`config.mk`:
```
export PLATFORM = sky130hd
export DESIGN_NAME = shift_pipe
export DESIGN_NICKNAME = d
export VERILOG_FILES = /design/src/rtl/shift_pipe_pkg.sv /design/src/rtl/shift_pipe_stage.sv /design/src/rtl/shift_pipe.sv
export SDC_FILE = /design/constraint.sdc
export NUM_CORES = 1
export LEC_CHECK = 0
export BUFFER_PORTS_ARGS = -buffer_cell sky130_fd_sc_hd__buf_2
export CAP_MARGIN = 20
export CORE_UTILIZATION = 50
export DETAILED_ROUTE_END_ITERATION = 16
export PLACE_DENSITY = 0.81
export SKIP_LAST_GASP = 1
export SYNTH_ARGS = -nofsm -noshare
export SYNTH_HDL_FRONTEND = slang
export SYNTH_SLANG_ARGS = --single-unit
```
`constraint.sdc`:
```
create_clock -name clock -period 2.2 [get_ports clock]
set_input_delay 0.33 -clock clock [delete_from_list [all_inputs] [get_ports clock]]
set_output_delay 0.33 -clock clock [all_outputs]
set_load 0.02 [all_outputs]
```
`src/rtl/shift_pipe_pkg.sv`:
```
// Shared types and helpers for the shift_pipe barrel shifter.
// Provides the operation encoding and the width/stage-count helpers used by
// the top and by every pipeline stage.
package shift_pkg;

  typedef enum logic [1:0] {
    SHIFT_SLL = 2'b00,
    SHIFT_SRL = 2'b01,
    SHIFT_SRA = 2'b10,
    SHIFT_ROR = 2'b11
  } shift_op_e;

  localparam int OP_W = 2;

  // Number of barrel mux levels needed for a WIDTH-bit operand.
  function automatic int log2w(input int width);
    return $clog2(width);
  endfunction

  // Pipeline depth for a given width and mux levels per stage.
  function automatic int num_stages(input int width, input int lvl_per_stg);
    return (log2w(width) + lvl_per_stg - 1) / lvl_per_stg;
  endfunction

endpackage

```
`src/rtl/shift_pipe_stage.sv`:
```
// One pipeline stage of shift_pipe: NUM_LVL right-shift mux levels starting
// at level FIRST_LVL, followed by the stage register and its flow control.
// Optional rotate support is compiled in with SHIFT_PIPE_ROR_EN.
//
// Handshake: the stage takes a new entry from upstream whenever it is empty
// or its current entry leaves this cycle (down_free says the downstream slot
// can absorb it). Upstream's "valid" is up_valid; the stage's occupancy is
// exposed on valid.
module shift_pipe_stage
  import shift_pkg::*;
#(
  parameter int WIDTH     = 32,
  parameter int TAG_W     = 4,
  parameter int LOG2W     = 5,
  parameter int FIRST_LVL = 0,
  parameter int NUM_LVL   = 1
) (
  input  logic             clock,
  input  logic             reset_n,
  input  logic             down_free,
  input  logic             up_valid,
  input  logic [WIDTH-1:0] up_data,
  input  logic [LOG2W-1:0] up_amt,
  input  shift_op_e        up_op,
  input  logic             up_fill,
  input  logic             up_sat,
  input  logic [TAG_W-1:0] up_tag,
  output logic             valid,
  output logic [WIDTH-1:0] data,
  output logic [LOG2W-1:0] amt,
  output shift_op_e        op,
  output logic             fill,
  output logic             sat,
  output logic [TAG_W-1:0] tag
);

  typedef struct packed {
    logic             valid;
    logic [WIDTH-1:0] data;
    logic [LOG2W-1:0] amt;
    shift_op_e        op;
    logic             fill;
    logic             sat;
    logic [TAG_W-1:0] tag;
  } stage_t;

  stage_t           stage_q;
  stage_t           stage_d;
  logic [WIDTH-1:0] shifted;
  logic             take;

`ifdef SHIFT_PIPE_ROR_EN
  logic is_ror;
  assign is_ror = (up_op == SHIFT_ROR);
`endif

  assign take = !stage_q.valid || down_free;

  // Saturation (first stage only) then this stage's shift levels.
  always_comb begin : shift_levels
    int sh;
    shifted = up_data;
    sh      = 0;
    // A saturated non-rotate shift collapses to the fill pattern; further
    // levels keep inserting the same fill so the pattern survives the pipe.
`ifdef SHIFT_PIPE_ROR_EN
    if (FIRST_LVL == 0 && up_sat && !is_ror) shifted = {WIDTH{up_fill}};
`else
    if (FIRST_LVL == 0 && up_sat) shifted = {WIDTH{up_fill}};
`endif
    for (int k = 0; k < NUM_LVL; k++) begin
      sh = 1 << (FIRST_LVL + k);
      if (up_amt[FIRST_LVL + k]) begin
`ifdef SHIFT_PIPE_ROR_EN
        if (is_ror) begin
          shifted = (shifted >> sh) | (shifted << (WIDTH - sh));
        end else begin
          shifted = (shifted >> sh) | ({WIDTH{up_fill}} & ~({WIDTH{1'b1}} >> sh));
        end
`else
        shifted = (shifted >> sh) | ({WIDTH{up_fill}} & ~({WIDTH{1'b1}} >> sh));
`endif
      end
    end
  end

  // Next register contents: load when the slot frees, otherwise hold.
  always_comb begin
    stage_d = stage_q;
    if (take) begin
      stage_d.valid = up_valid;
      if (up_valid) begin
        stage_d.data = shifted;
        stage_d.amt  = up_amt;
        stage_d.op   = up_op;
        stage_d.fill = up_fill;
        stage_d.sat  = up_sat;
        stage_d.tag  = up_tag;
      end
    end
  end

  // Stage register with synchronous active-low reset.
  always_ff @(posedge clock) begin
    if (!reset_n) begin
      stage_q <= '0;
    end else begin
      stage_q <= stage_d;
    end
  end

  assign valid = stage_q.valid;
  assign data  = stage_q.data;
  assign amt   = stage_q.amt;
  assign op    = stage_q.op;
  assign fill  = stage_q.fill;
  assign sat   = stage_q.sat;
  assign tag   = stage_q.tag;

endmodule

```
`src/rtl/shift_pipe.sv`:
```
// shift_pipe: pipelined WIDTH-bit barrel shifter (SLL/SRL/SRA, optional ROR)
// with valid/ready flow control, per-stage bubble collapse and a result tag.
// Define SHIFT_PIPE_ROR_EN to build rotate-right for op 11; otherwise op 11
// behaves as SRL.
//
// Handshake: an operation is accepted when in_valid && in_ready, and a result
// is consumed when out_valid && out_ready. in_ready depends combinationally
// on out_ready only; out_* come from registers.
module shift_pipe
  import shift_pkg::*;
#(
  parameter int WIDTH       = 32,
  parameter int LVL_PER_STG = 2,
  parameter int TAG_W       = 4
) (
  input  logic             clock,
  input  logic             reset_n,
  input  logic             in_valid,
  output logic             in_ready,
  input  logic [1:0]       in_op,
  input  logic [WIDTH-1:0] in_a,
  input  logic [WIDTH-1:0] in_amt,
  input  logic [TAG_W-1:0] in_tag,
  output logic             out_valid,
  input  logic             out_ready,
  output logic [WIDTH-1:0] out_data,
  output logic [TAG_W-1:0] out_tag
);

  localparam int LOG2W  = log2w(WIDTH);
  localparam int STAGES = num_stages(WIDTH, LVL_PER_STG);

  // Index 0 is the decoded input; index s+1 is the register of stage s.
  logic             st_valid [STAGES+1];
  logic [WIDTH-1:0] st_data  [STAGES+1];
  logic [LOG2W-1:0] st_amt   [STAGES+1];
  shift_op_e        st_op    [STAGES+1];
  logic             st_fill  [STAGES+1];
  logic             st_sat   [STAGES+1];
  logic [TAG_W-1:0] st_tag   [STAGES+1];

  logic [STAGES-1:0] free;
  logic [WIDTH-1:0]  a_rev;
  logic [WIDTH-1:0]  last_rev;
  shift_op_e         dec_op;

  assign dec_op = shift_op_e'(in_op);

  // Input decode: fill bit, saturation flag, and operand reversal for SLL.
  always_comb begin
    for (int i = 0; i < WIDTH; i++) begin
      a_rev[i] = in_a[WIDTH-1-i];
    end
  end

  assign st_valid[0] = in_valid;
  assign st_data[0]  = (dec_op == SHIFT_SLL) ? a_rev : in_a;
  assign st_amt[0]   = in_amt[LOG2W-1:0];
  assign st_op[0]    = dec_op;
  assign st_fill[0]  = (dec_op == SHIFT_SRA) && in_a[WIDTH-1];
  assign st_sat[0]   = |in_amt[WIDTH-1:LOG2W];
  assign st_tag[0]   = in_tag;

  // Ready chain: stage s may pass its entry on when the next slot is empty
  // or will itself empty this cycle; the last stage drains on out_ready.
  always_comb begin
    free = '0;
    free[STAGES-1] = out_ready;
    for (int s = STAGES - 2; s >= 0; s--) begin
      free[s] = !st_valid[s+2] || free[s+1];
    end
  end

  assign in_ready = !st_valid[1] || free[0];

  for (genvar s = 0; s < STAGES; s++) begin : g_stage
    localparam int FIRST = s * LVL_PER_STG;
    localparam int NUM   = (LOG2W - FIRST < LVL_PER_STG) ? (LOG2W - FIRST) : LVL_PER_STG;

    shift_pipe_stage #(
      .WIDTH    (WIDTH),
      .TAG_W    (TAG_W),
      .LOG2W    (LOG2W),
      .FIRST_LVL(FIRST),
      .NUM_LVL  (NUM)
    ) u_stage (
      .clock    (clock),
      .reset_n  (reset_n),
      .down_free(free[s]),
      .up_valid (st_valid[s]),
      .up_data  (st_data[s]),
      .up_amt   (st_amt[s]),
      .up_op    (st_op[s]),
      .up_fill  (st_fill[s]),
      .up_sat   (st_sat[s]),
      .up_tag   (st_tag[s]),
      .valid    (st_valid[s+1]),
      .data     (st_data[s+1]),
      .amt      (st_amt[s+1]),
      .op       (st_op[s+1]),
      .fill     (st_fill[s+1]),
      .sat      (st_sat[s+1]),
      .tag      (st_tag[s+1])
    );
  end

  // Output: undo the SLL operand reversal on the last register.
  always_comb begin
    for (int i = 0; i < WIDTH; i++) begin
      last_rev[i] = st_data[STAGES][WIDTH-1-i];
    end
  end

  assign out_valid = st_valid[STAGES];
  assign out_data  = (st_op[STAGES] == SHIFT_SLL) ? last_rev : st_data[STAGES];
  assign out_tag   = st_tag[STAGES];

  // Amount/fill/sat of the final register are spent; nothing reads them.
  logic unused_tail;
  assign unused_tail = ^{st_amt[STAGES], st_fill[STAGES], st_sat[STAGES]};

endmodule

```
==> flow_summary.json, run 1 <==
{
  "status": "completed",
  "leakagePower_nw": 3.15,
  "hold_class": "in -> reg",
  "critPathMaxFanout": 32,
  "setup_viol": 0,
  "stdcell_area_um2": 7990,
  "n_antenna_cell": 0,
  "clock_latency_ns": 0.41,
  "end_kind": "output port",
  "hold_viol_final": 0,
  "ant_nets": 0,
  "startpoint_type": "register",
  "synthTopCellsByArea": "dfxtp_1 (37%), mux4_2 (12%), nand2_1 (9.1%), mux2_2 (7.4%), a21oi_1 (6.0%)",
  "ys_ff_latch": 123,
  "synth_area_per_cell_um2": 8.98,
  "grt_overflow": 0,
  "slew_headroom": 0.580,
  "viasPerCell": 5.69,
  "place.gp.congestion": 0.875,
  "timing.fmax_mhz": 490,
  "numCtsBuffers": 17,
  "finClkSkew_ns": 0.00955,
  "place_area_um2": 7400,
  "cts_root_buffer": "clkbuf_16",
  "synth_top_area_frac": 0.367,
  "initial_core_util": 0.523,
  "synth_nets": 821,
  "areaGrowthSynthToFinish_pct": 19.2,
  "grt_pass1_vias": 5339,
  "h-tree-depth": 4,
  "setup-tns-final_ns": 0,
  "grt_first_pass_wirelength_um": 26400,
  "nNetsFinal": 900,
  "worstMarginPinSlew_ns": 0.630,
  "wire_per_inst_um": 15.6,
  "fin_crit_ns": 2.04,
  "cap_violations": 0,
  "antenna_found_initial": 0,
  "clock_path_buffers": 2,
  "drive_gt1_frac": 0.301,
  "drc": 0,
  "crit_type": "reg -> out",
  "postCtsResizedCells": 0,
  "grt_max_degree": 92,
  "min_period_over_period": 0.928,
  "rsz0062_at_grt": "no",
  "drt-total-wl_um": 15800,
  "die_w_um": 118,
  "cts_num_sinks": 123,
  "ys_warn_count": 0,
  "cts_post_setup_buffers_inserted": 0,
  "synth_area_leader_cell": "dfxtp_1",
  "syn_inst": 747,
  "synth_seq_area_share": 0.367,
  "cp_data_arrival_time_ns": 1.71,
  "crit_required_ns": 1.87,
  "core-area_um2": 12800,
  "io_pins": 112,
  "p_per_area_nw_per_um2": 742,
  "drtIter0Drc": 566,
  "row_count": 41,
  "fin_hold_ws_ns": 0.164,
  "fp.dieArea_um2": 13900,
  "syn-cell-area_um2": 6710,
  "cts.clk_slew.worst_paths_ns": 0.05,
  "cts-hold-fix-buffers": 0,
  "fin_ws_ns": 0.157,
  "cts_tree": "built",
  "dp_slack_ns": 0.212,
  "die_h_um": 118,
  "ys_types": 34,
  "num_vias": 5737,
  "dr.pass1.iters": 5,
  "slew_viol_final": 0,
  "peakVddDrop_v": 0.000691,
  "hpwlAfterDp_um": 11200,
  "io_buffers": 111,
  "grt.total_usage": 0.238
}
==> registers in the layout, indices dropped and copies added (netlist names) <==
signal,flops
g_stage.u_stage.tag,12
g_stage.u_stage.op,6
g_stage.u_stage.data,96
g_stage.u_stage.valid,3
g_stage.u_stage.fill,2
g_stage.u_stage.amt,4
==> critical path, stage by stage, from the launching register on <==
cell	delay (ns)
dfxtp_1	0.31
nor2_2	0.09
buf_4	0.34
mux2_2	0.39
buf_2	0.16
==> cells by family (layout without fill, tap and decap cells) <==
family | after synthesis | after routing | synth area share
buf+inv | 76 | 166 | 0.0526
simple gates | 260 | 260 | 0.163
flops | 123 | 123 | 0.367
xor+xnor | 1 | 1 | 0.00131
mux | 112 | 112 | 0.241
compound gates | 175 | 175 | 0.175
==> per-stage QoR <==
stage               instances  power [mW]   util
floorplan                 747        2.95      -
global placement          979        3.17  0.577
detailed placement        979        3.19  0.577
CTS                      1009        5.96  0.623
global route             1009        6.15  0.623
finish                   1009        5.93  0.623
==> worst paths after layout <==
kind,cells past startpoint,end,startpoint,slack [ns]
worst max-delay path,4,out_data[25],g_stage[2].u_stage.op[1],0.16
worst min-delay path,3,g_stage[0].u_stage.tag[3],in_tag[3],0.16
worst max register to register,6,g_stage[0].u_stage.data[20],g_stage[1].u_stage.valid,0.52
worst min register to register,2,g_stage[1].u_stage.fill,g_stage[1].u_stage.fill,0.45
==> where the power goes <==
part           leakage, nW  switching (mW)  internal, mW  total (mW)
registers             1.00          0.0664          2.31        2.38
clock network        0.292           0.931          1.85        2.78
logic                 1.86           0.420         0.353       0.773
==> cells in the mapped netlist, drive strengths merged <==
master    n
or2       5
nor2     53
buf      28
nor2b     7
mux2i    32
a21oi    81
a311o     1
mux2     45
nand4     1
o211ai   14
nand4b    1
inv       7
dfxtp   123
o31ai     1
o21ai     5
a211oi   44
nand2b    6
mux4     35
o21a      1
and2      2
nand3b    2
a221o    28
nor3      7
xnor2     1
clkbuf   41
nand3     6
nand2   164
nor4      6
==> cells in the final DEF, fill, tap and decap left out, types with 2 or more instances in the layout <==
cell type,count
a211oi_1,44
a21oi_1,79
a21oi_2,2
a221o_1,28
and2_1,2
buf_12,7
buf_2,111
buf_4,11
bufinv_16,3
clkbuf_1,2
clkbuf_16,17
clkbuf_8,3
clkinv_2,4
dfxtp_1,123
inv_1,6
mux2_2,44
mux2i_1,32
mux4_2,35
nand2_1,163
nand2b_1,6
nand3_1,6
nand3b_1,2
nor2_1,51
nor2b_1,6
nor3_1,5
nor3_2,2
nor4_1,6
o211ai_1,14
o21ai_0,5
or2_2,5
==> cell type report <==
class / count / area, um2
fillers: 1096 / 4830
multi-input cells: 548 / 3920
flip-flops and latches: 123 / 2460
repair buffers: 129 / 778
clock buffers: 22 / 474
well taps: 172 / 215
clock inverters: 8 / 118
inverters: 7 / 26.3
==> routing by layer <==
| layer | vias to the layer above | GRT usage | part of all wire |
|---|---|---|---|
| li1 | 2883 | - | - |
| met1 | 2653 | 0.318 | 0.46 |
| met2 | 175 | 0.375 | 0.47 |
| met3 | 26 | 0.0422 | 0.047 |
| met4 | 0 | 0.110 | 0.025 |
| met5 | - | 0 | 0 |
Note: power is estimated with default switching activity, not from simulation.
==> run 2: changes to the inputs <==
CELL_PAD_IN_SITES_DETAIL_PLACEMENT = 1   (was default)
CELL_PAD_IN_SITES_GLOBAL_PLACEMENT = 2   (was default)
CORE_UTILIZATION = 34   (was 50)
PLACE_DENSITY = 0.88   (was 0.81)
==> flow_summary.json, run 2 (same netlist as run 1, synthesis figures left out) <==
{
  "internal_power_mw": 4.63,
  "fp.dieArea_um2": 20300,
  "dp.cells": 1075,
  "reg2reg_depth": 6,
  "r2r-end": "g_stage[0].u_stage.data[16]",
  "p_sw_mw": 1.45,
  "h-tree-depth": 4,
  "cts_post_setup_buffers_inserted": 0,
  "grt.total_usage": 0.185,
  "p_seq_frac": 0.392,
  "hold_class": "in -> reg",
  "areaGrowthSynthToFinish_pct": 21.3,
  "largest_reg_flops": 96,
  "end_kind": "output port",
  "drc": 0,
  "startpoint_type": "register",
  "crit_required_ns": 1.87,
  "fin_cells": 1106,
  "place.gp.congestion": 0.824,
  "dr.pass1.iters": 4,
  "dp_slack_ns": 0.213,
  "setup_viol": 0,
  "drive_gt1_frac": 0.303,
  "n_antenna_cell": 0,
  "rsz0062_at_grt": "no",
  "p_comb_frac": 0.129,
  "grt_max_degree": 92,
  "holdPathStages": 3,
  "cts_tree": "built",
  "viasPerCell": 5.18,
  "critPathMaxFanout": 32,
  "hpwlAfterDp_um": 13100,
  "finClkSkew_ns": 0.00693,
  "die_h_um": 142,
  "slew_headroom": 0.569,
  "initial_core_util": 0.346,
  "worstHoldStart": "in_tag[0]",
  "cts_root_buffer": "clkbuf_16",
  "io_pins": 112,
  "ant_nets": 0,
  "slew_viol_final": 0,
  "post-route-util": 0.419,
  "fillerInstances": 2309,
  "numCtsBuffers": 17,
  "cp_data_arrival_time_ns": 1.73,
  "swShare": 0.239,
  "stdcell_area_um2": 8130,
  "peakVddDrop_v": 0.000358,
  "power_mw": 6.09,
  "wire_per_inst_um": 16.3,
  "drtIter0Drc": 274,
  "drt-total-wl_um": 18000,
  "grt_first_pass_wirelength_um": 29500,
  "p_per_area_nw_per_um2": 749,
  "num_vias": 5730,
  "hold_viol_final": 0,
  "min_period_over_period": 0.935,
  "grt_overflow": 0,
  "cts-hold-fix-buffers": 0,
  "row_count": 51,
  "antenna_found_initial": 0,
  "nNetsFinal": 903,
  "clock_path_buffers": 2,
  "min_to": "g_stage[0].u_stage.tag[0]",
  "leakagePower_nw": 3.18,
  "core-area_um2": 19400,
  "io_buffers": 111,
  "final_common_cell": "nand2_1",
  "final_cell_mix": "nand2_1 (163), dfxtp_1 (123), buf_2 (111)",
  "cts.clk_slew.worst_paths_ns": 0.05,
  "p_clk_frac": 0.480,
  "timing.fmax_mhz": 486,
  "cap_violations": 0,
  "grt_pass1_vias": 5568,
  "setup-tns-final_ns": 0,
  "worstMarginPinSlew_ns": 0.646,
  "fin_hold_ws_ns": 0.156,
  "cts_num_sinks": 123,
  "place_area_um2": 7520,
  "die_w_um": 142,
  "clock_latency_ns": 0.41,
  "status": "completed",
  "postCtsResizedCells": 0,
  "reg2reg_slack_ns": 0.43,
  "fin_ws_ns": 0.142,
  "fin_crit_ns": 2.06,
  "crit_type": "reg -> out",
  "reg2reg_from": "g_stage[1].u_stage.valid"
}
==> run 2: worst max-delay path by stage <==
| stage | depth (start not counted) | startpoint | to | slack (ns) |
|---|---|---|---|---|
| after CTS | 4 | g_stage[2].u_stage.op[1] | out_data[5] | 0.11 |
| after global placement | 7 | in_op[1] | g_stage[0].u_stage.data[13] | 0.22 |
| after global routing | 4 | g_stage[2].u_stage.op[1] | out_data[27] | 0.05 |
| after floorplan | 8 | g_stage[2].u_stage.valid | g_stage[0].u_stage.data[1] | 0.31 |
| final | 4 | g_stage[2].u_stage.op[1] | out_data[5] | 0.14 |
| after detailed placement | 7 | in_op[1] | g_stage[0].u_stage.data[13] | 0.21 |
==> run 2: final cells by class <==
class | count | area (um2) | area share
inverter | 7 | 26.3 | 0.00323
sequential | 123 | 2460 | 0.303
clock inverter | 8 | 140 | 0.0172
clock buffer | 23 | 478 | 0.0588
timing repair buffer | 132 | 776 | 0.0954
multi-input combinational | 548 | 3920 | 0.482
tap | 265 | 332 | 0.0408
==> run 2: critical path: stages, from the launching register on <==
cell	delay, ns
dfxtp_1	0.32
nor2_2	0.10
buf_4	0.34
mux2_2	0.39
buf_2	0.16
==> run 2: power groups by stage <==
stage | clock (mW) | combinational, mW | sequential, mW
after global placement | 0 | 0.772 | 2.43
after CTS | 2.98 | 0.789 | 2.38
after detailed placement | 0 | 0.785 | 2.43
final | 2.92 | 0.785 | 2.38
after global routing | 3.07 | 0.868 | 2.39
after floorplan | 0 | 0.555 | 2.40
==> run 2: routing by layer <==
layer	GRT usage	up-vias	wire [um]
li1	-	2877	-
met1	0.252	2713	8890
met2	0.299	117	8290
met3	0.0310	23	530
met4	0.0589	0	286
met5	0	-	0
